**src/rtl/uart_ctrl_pkg.sv**
```systemverilog
// uart_ctrl_pkg
// Shared definitions for the UART access controller:
//   - ctrl_state_t : controller FSM states (IDLE, RD, POLL, TX)
//   - RX_AVAIL / TX_READY : bit positions inside the UART status byte
//   - gap_width()  : width of the post-poll back-off counter
package uart_ctrl_pkg;

   typedef enum logic [1:0] {
      ST_IDLE = 2'd0,
      ST_RD   = 2'd1,
      ST_POLL = 2'd2,
      ST_TX   = 2'd3
   } ctrl_state_t;

   localparam int RX_AVAIL = 0;
   localparam int TX_READY = 1;

   // The back-off counter is loaded with gap-1 (see uart_ctrl), so it only
   // ever needs to hold values up to gap-1.
   function automatic int gap_width(input int gap);
      return (gap > 1) ? $clog2(gap) : 1;
   endfunction

endpackage

```
**src/rtl/uart_ctrl_if.sv**
```systemverilog
// uart_ctrl_if
// Controller-to-UART register bus, one access per cycle.
//   sel_data   : UART data port select
//   sel_status : UART status port select
//   rnw        : 1 = read, 0 = write
//   bus_out    : byte driven toward the UART (meaningful only with bus_oe)
//   bus_oe     : tri-state enable for bus_out
//   bus_in     : io_bus value returned by the UART
// master = controller side, slave = UART side.
interface uart_ctrl_if;

   logic       sel_data;
   logic       sel_status;
   logic       rnw;
   logic [7:0] bus_out;
   logic       bus_oe;
   logic [7:0] bus_in;

   modport master (
      output sel_data, sel_status, rnw, bus_out, bus_oe,
      input  bus_in
   );

   modport slave (
      input  sel_data, sel_status, rnw, bus_out, bus_oe,
      output bus_in
   );

endinterface

```
**src/rtl/uart_ctrl_sync_fifo.sv**
```systemverilog
// sync_fifo
// Single-clock FIFO with a combinational head output.
//   clk, reset : clock and synchronous active-high reset (empties the FIFO)
//   push, din  : write din when push is high and the FIFO is not full
//   pop        : discard the head when pop is high and the FIFO is not empty
//   dout       : current head entry (undefined while empty)
//   full/empty : occupancy flags, evaluated before this cycle's push/pop
module sync_fifo #(
   parameter int WIDTH = 8,
   parameter int DEPTH = 4
) (
   input  logic             clk,
   input  logic             reset,
   input  logic             push,
   input  logic             pop,
   input  logic [WIDTH-1:0] din,
   output logic [WIDTH-1:0] dout,
   output logic             full,
   output logic             empty
);

   localparam int PTR_W = (DEPTH > 1) ? $clog2(DEPTH) : 1;
   localparam int CNT_W = PTR_W + 1;

   logic [WIDTH-1:0] mem [DEPTH];
   logic [PTR_W-1:0] wr_ptr;
   logic [PTR_W-1:0] rd_ptr;
   logic [CNT_W-1:0] count;
   logic             do_push;
   logic             do_pop;

   // full is taken from the registered count, so a push into a full FIFO
   // is dropped even when a pop happens on the same edge.
   assign full    = (count == CNT_W'(DEPTH));
   assign empty   = (count == '0);
   assign do_push = push && !full;
   assign do_pop  = pop && !empty;
   assign dout    = mem[rd_ptr];

   // Pointers wrap naturally because DEPTH is a power of two; the count
   // only moves when exactly one of push/pop is performed.
   always_ff @(posedge clk) begin
      if (reset) begin
         wr_ptr <= '0;
         rd_ptr <= '0;
         count  <= '0;
      end else begin
         if (do_push) begin
            wr_ptr <= wr_ptr + PTR_W'(1);
         end
         if (do_pop) begin
            rd_ptr <= rd_ptr + PTR_W'(1);
         end
         case ({do_push, do_pop})
            2'b10:   count <= count + CNT_W'(1);
            2'b01:   count <= count - CNT_W'(1);
            default: count <= count;
         endcase
      end
   end

   // Storage needs no reset; the pointers define which entries are live.
   always_ff @(posedge clk) begin
      if (do_push) begin
         mem[wr_ptr] <= din;
      end
   end

endmodule

```
**src/rtl/uart_ctrl.sv**
```systemverilog
// uart_ctrl
// Sequences every CPU access to the UART peripheral. CPU transmit bytes are
// queued in a small FIFO and written to the UART data port only after a
// status poll reports TX ready. CPU reads (status or RX data) take priority
// over draining but never interrupt a poll or write already under way.
//   clk, reset     : clock and synchronous active-high reset
//   cpu_wr_en/data : push a byte into the TX FIFO
//   cpu_rd_req/sel : level read request (sel 0 = status, 1 = RX data)
//   cpu_rd_data    : read result, valid with the one-cycle cpu_rd_valid
//   cpu_clr_ovf    : clears the sticky tx_overflow flag
//   tx_full/empty  : TX FIFO occupancy
//   tx_overflow    : sticky, a write was dropped because the FIFO was full
//   uart           : registered UART register bus (master side)
module uart_ctrl
   import uart_ctrl_pkg::*;
#(
   parameter int DEPTH        = 4,
   parameter int TX_READY_BIT = TX_READY,
   parameter int POLL_GAP     = 4
) (
   input  logic         clk,
   input  logic         reset,
   input  logic         cpu_wr_en,
   input  logic [7:0]   cpu_wr_data,
   input  logic         cpu_rd_req,
   input  logic         cpu_rd_sel,
   output logic [7:0]   cpu_rd_data,
   output logic         cpu_rd_valid,
   input  logic         cpu_clr_ovf,
   output logic         tx_full,
   output logic         tx_empty,
   output logic         tx_overflow,
   uart_ctrl_if.master  uart
);

   localparam int GAP_W = gap_width(POLL_GAP);

   // The IDLE cycle that sees the counter at zero is itself one of the
   // back-off cycles, so loading gap-1 yields exactly POLL_GAP idle cycles
   // between a not-ready poll and the next poll.
   localparam logic [GAP_W-1:0] GAP_LOAD =
      (POLL_GAP > 0) ? GAP_W'(POLL_GAP - 1) : '0;

   ctrl_state_t      state;
   logic [GAP_W-1:0] gap_q;
   logic [7:0]       fifo_head;
   logic             fifo_pop;
   logic             sel_data_q;
   logic             sel_status_q;
   logic             rnw_q;
   logic             oe_q;
   logic [7:0]       bus_out_q;

   // The FIFO head is stable from POLL through TX because only TX pops.
   assign fifo_pop = (state == ST_TX);

   sync_fifo #(
      .WIDTH (8),
      .DEPTH (DEPTH)
   ) u_fifo (
      .clk   (clk),
      .reset (reset),
      .push  (cpu_wr_en),
      .pop   (fifo_pop),
      .din   (cpu_wr_data),
      .dout  (fifo_head),
      .full  (tx_full),
      .empty (tx_empty)
   );

   assign uart.sel_data   = sel_data_q;
   assign uart.sel_status = sel_status_q;
   assign uart.rnw        = rnw_q;
   assign uart.bus_oe     = oe_q;
   assign uart.bus_out    = bus_out_q;

   // Sticky overflow flag: a dropped write wins over a same-cycle clear.
   always_ff @(posedge clk) begin
      if (reset) begin
         tx_overflow <= 1'b0;
      end else if (cpu_wr_en && tx_full) begin
         tx_overflow <= 1'b1;
      end else if (cpu_clr_ovf) begin
         tx_overflow <= 1'b0;
      end
   end

   // Access sequencer. The bus strobes are registered: the decision made in
   // one state loads the strobes that are presented during the next state's
   // cycle, and every access lasts exactly one cycle. Anything not loaded
   // explicitly falls back to the idle bus (no select, read, no drive).
   always_ff @(posedge clk) begin
      if (reset) begin
         state        <= ST_IDLE;
         gap_q        <= '0;
         sel_data_q   <= 1'b0;
         sel_status_q <= 1'b0;
         rnw_q        <= 1'b1;
         oe_q         <= 1'b0;
         bus_out_q    <= 8'h00;
         cpu_rd_valid <= 1'b0;
         cpu_rd_data  <= 8'h00;
      end else begin
         sel_data_q   <= 1'b0;
         sel_status_q <= 1'b0;
         rnw_q        <= 1'b1;
         oe_q         <= 1'b0;
         bus_out_q    <= 8'h00;
         cpu_rd_valid <= 1'b0;

         case (state)
            ST_IDLE: begin
               if (cpu_rd_req) begin
                  state        <= ST_RD;
                  sel_data_q   <= cpu_rd_sel;
                  sel_status_q <= !cpu_rd_sel;
               end else if (!tx_empty && gap_q == '0) begin
                  state        <= ST_POLL;
                  sel_status_q <= 1'b1;
               end else if (gap_q != '0) begin
                  gap_q <= gap_q - GAP_W'(1);
               end
            end

            ST_RD: begin
               cpu_rd_data  <= uart.bus_in;
               cpu_rd_valid <= 1'b1;
               state        <= ST_IDLE;
            end

            ST_POLL: begin
               if (uart.bus_in[TX_READY_BIT]) begin
                  state      <= ST_TX;
                  sel_data_q <= 1'b1;
                  rnw_q      <= 1'b0;
                  oe_q       <= 1'b1;
                  bus_out_q  <= fifo_head;
               end else begin
                  state <= ST_IDLE;
                  gap_q <= GAP_LOAD;
               end
            end

            ST_TX: begin
               state <= ST_IDLE;
               gap_q <= '0;
            end

            default: begin
               state <= ST_IDLE;
            end
         endcase
      end
   end

endmodule

```
**src/flat_wrapper.sv**
```systemverilog
// flat-port wrapper written by rule: the top's interface ports become plain ports
module uart_ctrl_flat import uart_ctrl_pkg::*;
#(
   parameter int DEPTH        = 4,
   parameter int TX_READY_BIT = TX_READY,
   parameter int POLL_GAP     = 4
)
  (clk, reset, cpu_wr_en, cpu_wr_data, cpu_rd_req, cpu_rd_sel, cpu_rd_data, cpu_rd_valid, cpu_clr_ovf, tx_full, tx_empty, tx_overflow, uart_sel_data, uart_sel_status, uart_rnw, uart_bus_out, uart_bus_oe, uart_bus_in);
  uart_ctrl_if uart_i ();
  input  logic clk;
  input  logic reset;
  input  logic cpu_wr_en;
  input  logic [7:0] cpu_wr_data;
  input  logic cpu_rd_req;
  input  logic cpu_rd_sel;
  output logic [7:0] cpu_rd_data;
  output logic cpu_rd_valid;
  input  logic cpu_clr_ovf;
  output logic tx_full;
  output logic tx_empty;
  output logic tx_overflow;
  output wire logic [$bits(uart_i.sel_data)-1:0] uart_sel_data;
  output wire logic [$bits(uart_i.sel_status)-1:0] uart_sel_status;
  output wire logic [$bits(uart_i.rnw)-1:0] uart_rnw;
  output wire logic [$bits(uart_i.bus_out)-1:0] uart_bus_out;
  output wire logic [$bits(uart_i.bus_oe)-1:0] uart_bus_oe;
  input wire logic [$bits(uart_i.bus_in)-1:0] uart_bus_in;
  assign uart_sel_data = uart_i.sel_data;
  assign uart_sel_status = uart_i.sel_status;
  assign uart_rnw = uart_i.rnw;
  assign uart_bus_out = uart_i.bus_out;
  assign uart_bus_oe = uart_i.bus_oe;
  assign uart_i.bus_in = uart_bus_in;
  uart_ctrl #(.DEPTH(DEPTH), .TX_READY_BIT(TX_READY_BIT), .POLL_GAP(POLL_GAP)) u_core (.clk(clk), .reset(reset), .cpu_wr_en(cpu_wr_en), .cpu_wr_data(cpu_wr_data), .cpu_rd_req(cpu_rd_req), .cpu_rd_sel(cpu_rd_sel), .cpu_rd_data(cpu_rd_data), .cpu_rd_valid(cpu_rd_valid), .cpu_clr_ovf(cpu_clr_ovf), .tx_full(tx_full), .tx_empty(tx_empty), .tx_overflow(tx_overflow), .uart(uart_i));
endmodule
```
**config.mk**
```make
export PLATFORM = sky130hd
export DESIGN_NAME = uart_ctrl_flat
export DESIGN_NICKNAME = d
export VERILOG_FILES = /design/src/rtl/uart_ctrl_pkg.sv /design/src/rtl/uart_ctrl_if.sv /design/src/rtl/uart_ctrl_sync_fifo.sv /design/src/rtl/uart_ctrl.sv /design/src/flat_wrapper.sv
export SDC_FILE = /design/constraint.sdc
export NUM_CORES = 1
export LEC_CHECK = 0
export BUFFER_PORTS_ARGS = -buffer_cell sky130_fd_sc_hd__buf_2
export CAP_MARGIN = 20
export CORE_MARGIN = 4
export CORE_UTILIZATION = 25
export CTS_CLUSTER_SIZE = 30
export DETAILED_ROUTE_END_ITERATION = 16
export SYNTH_ARGS = -nofsm -noshare
export SYNTH_HDL_FRONTEND = slang
export SYNTH_SLANG_ARGS = --single-unit
```
**constraint.sdc**
```tcl
create_clock -name clk -period 4.9 [get_ports clk]
set_input_delay 0.49 -clock clk [delete_from_list [all_inputs] [get_ports clk]]
set_output_delay 0.49 -clock clk [all_outputs]
set_load 0.02 [all_outputs]
```
Word level (Yosys, flattened, before mapping) --
Memory sizes are Yosys's and may differ from the RTL's. A register that Yosys moved wholly into a read port is not among the register bits. Cells that the tools add are included. W data, S select, Z words.
Operators by class: add/sub/neg operators 5, $mul 0, divide/modulo/power cells 0, order comparisons 0, equal/unequal tests 11, shift-type cells 0, muxes and demuxes 21, bitwise gates (word level) 3, reduce and logical (&&, ||, !) cells 19
Operator list (number):
- $mux W2 | 7
- $pmux W2 S3 | 2
- $mux W1 | 10
- $eq A2 B2 Y1 const B | 3
- $ne A2 B2 Y1 const B | 3
- $pmux W3 S2 | 1
- $reduce_bool A2 Y1 | 3
- $reduce_or A2 Y1 | 3
- $reduce_and A5 Y1 | 1
- $add A2 B1 Y2 const B | 2
- $eq A2 B1 Y1 const B | 2
- $logic_and A1 B1 Y1 | 4
- $logic_not A2 Y1 | 2
- $add A3 B1 Y3 const B | 1
- $eq A3 B3 Y1 const B | 1
- $logic_not A1 Y1 | 3
- $logic_not A3 Y1 | 1
- $ne A3 B2 Y1 const B | 1
- $not A1 Y1 | 3
- $reduce_bool A3 Y1 | 1
- $reduce_or A3 Y1 | 1
- $sub A3 B1 Y3 const B | 1
- $ne A2 B1 Y1 const B | 1
- $pmux W1 S2 | 1
- $sub A2 B1 Y2 const B | 1
Storage, ports and cells: register bits 25, bits in latches 0, RAM bits 32, ROM bits 0, input port bits 22, output and inout port bits 24, word-level logic and storage cells 72, memories 1
Memories:
- u_core.u_fifo.mem | words 4, bits a word 8, read ports 1, clocked after Yosys merged registers in 1, write ports 1, RTL line uart_ctrl_sync_fifo.sv:25 | logic [WIDTH-1:0] mem [DEPTH];

Depth between registers and ports, before layout --
depth in word-level cells 6, depth in mapped cells 9, mapped depth without buffers 9

By module --
A second synthesis with hierarchy kept.
Second synthesis, totals: cell total of the unflattened synthesis 194, area total of the unflattened synthesis 2561.2 um2
By module, submodules not included:
- sync_fifo | times used 1, cells an instance 96, area an instance 1635.3 um2
- uart_ctrl | times used 1, cells an instance 98, area an instance 925.9 um2

Least setup slack after synthesis --
Ideal clock, no wire load.
path kind register -> register, start register u_core.u_fifo.count[2], end register u_core.u_fifo.count[2], library setup time 0.070 ns, data arrival time 2.161 ns, path slack 2.669 ns, stages on the path, launching flop included 10, path buffers 0, clock period less this slack 2.231 ns, path through dfxtp_1 -> nor3b_4 -> nor2_1 -> inv_1 -> ha_1 -> inv_1 -> fa_1 -> xor2_1 -> or3_1 -> a21oi_1
On the way: cells in the longest elaborated chain, start to end 5, elaborated cells between the ends (all ways) 12, classes of those cells add/sub (2); eq/ne (3); mux (1); reduce/logical (6)
Ends and longest elaborated chain:
- start, declared | RTL line uart_ctrl_sync_fifo.sv:28 | logic [CNT_W-1:0] count;
- start signal, assigned | RTL line uart_ctrl_sync_fifo.sv:55 | 2'b10: count <= count + CNT_W'(1);
- start signal, assigned | RTL line uart_ctrl_sync_fifo.sv:56 | 2'b01: count <= count - CNT_W'(1);
- start signal, assigned | RTL line uart_ctrl_sync_fifo.sv:57 | default: count <= count;
- $eq A3 B3 Y1 * | RTL line uart_ctrl_sync_fifo.sv:34 | assign full = (count == CNT_W'(DEPTH));
- net tx_full | RTL line flat_wrapper.sv:19 | output logic tx_full;
- $logic_not A1 Y1 * | RTL line uart_ctrl_sync_fifo.sv:36 | assign do_push = push && !full;
- $logic_and A1 B1 Y1 * | RTL line uart_ctrl_sync_fifo.sv:36
- $eq A2 B1 Y1 / $eq A2 B2 Y1 (equally long branches) | RTL line uart_ctrl_sync_fifo.sv:54 | case ({do_push, do_pop})
- $pmux W3 S2 / $reduce_bool A2 Y1 (equally long branches)
The timed path passes the listed nets; every way through them passes the cells marked *. A chain may end at the register's enable or synchronous reset.

Final worst setup path --
start register u_core.u_fifo.count[2], end register u_core.u_fifo.count[2]
On the way: cells in the longest elaborated chain, start to end 5, elaborated cells between the ends (all ways) 12, classes of those cells add/sub (2); eq/ne (3); mux (1); reduce/logical (6)
Ends and longest elaborated chain (RTL line):
- $eq A3 B3 Y1 / $logic_not A3 Y1 (equally long branches) | uart_ctrl_sync_fifo.sv:34, uart_ctrl_sync_fifo.sv:35
- $logic_not A1 Y1 (on tied branches) | uart_ctrl_sync_fifo.sv:36, uart_ctrl_sync_fifo.sv:37
- $logic_and A1 B1 Y1 (on tied branches) | uart_ctrl_sync_fifo.sv:36, uart_ctrl_sync_fifo.sv:37
- $eq A2 B1 Y1 / $eq A2 B2 Y1 (equally long branches) | uart_ctrl_sync_fifo.sv:54
- $pmux W3 S2 / $reduce_bool A2 Y1 (equally long branches)
Parallel ways exist; a longest one is shown, timed or not.

==> impl_metrics.yaml <==
layout:
  drive_gt1_share_pct: 30.29
  register_area_um2: 1622
  nFillCells: 1013
  nNetsFinal: 265
  antenna_cells: 0
  multiInputGateArea_um2: 792.0
  final_area_um2: 3058
  area_growth_syn_to_layout_pct: 22.20
sta:
  setup_violations: 0
  drv_slew: 0
  post-route-period-util_pct: 46.86
  hold_viol_final: 0
  skew_ns: 0.005494
  finalCriticalPeriod_ns: 2.296
  rsz0062_at_grt: "false"
  slew_headroom_pct: 50.89
  timing.hold.ws_ns: 0.3634
  clock.fmax_mhz: 435.5
  final.setup.tns_ns: 0
  worst_pin_slew_ns: 0.7366
clock_tree:
  cts_hold_buf: 0
  clk_pin_slew_ns: 0.07
  ctsResizeCount: 0
  cts_setup_buffers: 0
  clockRootBuffer: "clkbuf_8"
  clk_path_buf_depth: 2
  clock_latency_ns: 0.34
  cts_made_buffers: 9
  h-tree-depth: 3
  cts.sinks: 65
  cts_tree: "yes"
critical_path:
  crit_fanout: 6
  critPathLaunchType: "register"
  reg2reg_slack_ns: 2.60
  worstSetupPathType: "register to register"
  endpoint_kind: "register"
  crit_required_ns: 5.17
  worstPathArrival_ns: 2.57
synth:
  seq_area_frac_synth_pct: 64.80
  yosys_most_used_dff: "dfxtp_1"
  synth_area_um2: 2502
  synthArstFlopShare_pct: 0
  ys_warn_count: 0
  synth_area_per_cell_um2: 13.31
  ys_ff_latch: 65
  synth_edf_count: 32
  syn_nets: 217
  synth_cell_types: 34
  synth_cells: 188
floorplan:
  dieHeight_um: 108.0
  die_width_um: 108.0
  die_area_um2: 11670
  initial_utilization_pct: 25.60
  num_rows: 36
  io_pins: 46
  core_area_um2: 9774
detailed_routing:
  antenna_left: 0
  via_per_inst: 3.957
  vias: 1480
  drtIter0Drc: 113
  drt_pre_antenna_iters: 4
  drc_errors: 0
  wire_per_inst_um: 12.56
  drt-total-wl_mm: 4.699
global_routing:
  grt_pass1_wl_mm: 7.583
  antenna_found_initial: 0
  grt_pass1_vias: 1564
  grt_usage_pct: 8.702
  overflow: 0
  grt_max_degree: 22
place:
  hpwl_mm: 3.159
  post_dp_cell_area_um2: 2846
  portBuffers: 45
  gp_congestion: 0.7058
run:
  drv_cap: 0
power_and_ir_drop:
  vdd_drop_max_mv: 0.1199
  cellLeakagePower_nw: 1.167
  power_density_nw_per_um2: 395.0
worst_hold_path:
  hp-class: "input pin to register"
run_status:
  status: "finished clean"
worst paths after layout:
kind                                             start  cells after the start                      end
worst max-delay path            u_core.u_fifo.count[2]                      9   u_core.u_fifo.count[2]
worst min-delay path                    cpu_wr_data[0]                      1  u_core.u_fifo.mem[3][0]
worst max register to register  u_core.u_fifo.count[2]                      9   u_core.u_fifo.count[2]
worst min register to register   u_core.cpu_rd_data[2]                      2    u_core.cpu_rd_data[2]
critical path, cell delays in order (launching register included):
cell and delay, ns:
dfxtp_1 0.44, nor3b_4 0.31, nor2_1 0.13, inv_1 0.08, ha_1 0.17, inv_1 0.07, fa_1 0.43, xor2_1 0.17
or3_1 0.31, a21oi_1 0.13
synthesized netlist by cell type (2+ instances only):
cell type / count / area share [%]
nor3_1: 3 / 0.60
nand2b_1: 2 / 0.50
dfxtp_1: 33 / 26
ha_1: 6 / 3.0
a21oi_1: 16 / 3.2
or3_1: 3 / 0.75
nand2_1: 19 / 2.9
edfxtp_1: 32 / 38
nor2_1: 9 / 1.3
buf_6: 2 / 0.90
mux2_2: 2 / 0.90
buf_2: 2 / 0.40
inv_1: 11 / 1.7
clkbuf_1: 4 / 0.60
and2_1: 4 / 1.0
mux4_2: 8 / 7.2
nor2b_1: 10 / 2.5
mux2i_1: 2 / 0.80
o21ai_0: 3 / 0.60
xor2_1: 2 / 0.70
o31ai_1: 2 / 0.60
power breakdown:
group / switching, mW / total, mW / internal (mW)
Combinational: 0.0616 / 0.108 / 0.0468
Clock: 0.201 / 0.487 / 0.286
Sequential: 0.0158 / 0.613 / 0.597
Total: 0.278 / 1.21 / 0.930
flip-flops by register name, indices dropped and copies added (netlist names):
signal                  cells
u_core.cpu_rd_data          8
u_core.cpu_rd_valid         1
u_core.gap_q                2
u_core.state                2
u_core.tx_overflow          1
u_core.u_fifo.count         3
u_core.u_fifo.mem          32
u_core.u_fifo.rd_ptr        2
u_core.u_fifo.wr_ptr        2
u_core.uart.bus_oe          1
u_core.uart.bus_out         8
u_core.uart.rnw             1
u_core.uart.sel_data        1
u_core.uart.sel_status      1
per-layer routing:
metal / global-route usage (%) / vias to the layer above / routed length (um)
li1: - / 753 / -
met1: 9.857 / 691 / 2018
met2: 14.39 / 29 / 2320
met3: 2.866 / 7 / 251
met4: 4.959 / 0 / 109
met5: 0 / - / 0
per-stage QoR:
| stage | util (%) | power (mW) | std cells | setup WS, ns |
|---|---|---|---|---|
| after floorplan | - | 0.6982 | 188 | 2.669 |
| after global placement | 29.12 | 0.7324 | 358 | 2.722 |
| after detailed placement | 29.12 | 0.7352 | 358 | 2.638 |
| after CTS | 31.29 | 1.223 | 374 | 2.594 |
| after global routing | 31.29 | 1.264 | 374 | 2.380 |
| final | 31.29 | 1.208 | 374 | 2.604 |
layout make-up:
type	count	share of cell area [%]
timing repair buffer	45	7.365
tap	133	5.442
clock buffer	11	4.296
clock inverter	5	2.619
inverter	11	1.350
sequential	65	53.03
multi-input combinational	104	25.90
logic make-up (layout without fill, tap and decap cells):
| logic type | count (synthesis) | after routing | share of synthesized area (%) |
|---|---|---|---|
| DFF | 65 | 65 | 64.80 |
| and+or+nand+nor | 57 | 57 | 12.20 |
| AOI/OAI and AO/OA | 25 | 25 | 5.700 |
| buffers and inverters | 19 | 72 | 3.550 |
| muxes | 12 | 12 | 8.900 |
| adders and majority gates | 7 | 7 | 3.800 |
| xor gates and xnor gates | 3 | 3 | 1.050 |
cell usage in the layout (no fill, tap or decap), types with 2 or more instances in the layout:
master / instances
buf_2: 45
dfxtp_1: 33
edfxtp_1: 32
nand2_1: 19
a21oi_1: 16
inv_1: 11
nor2b_1: 10
nor2_1: 9
clkbuf_8: 9
mux4_2: 8
ha_1: 6
and2_1: 4
nor3_1: 3
or3_1: 3
o21ai_0: 3
xor2_1: 2
mux2i_1: 2
o31ai_1: 2
mux2_2: 2
nand2b_1: 2
clkbuf_1: 2
bufinv_16: 2
clkinvlp_4: 2
(Power assumes the default switching activity.)
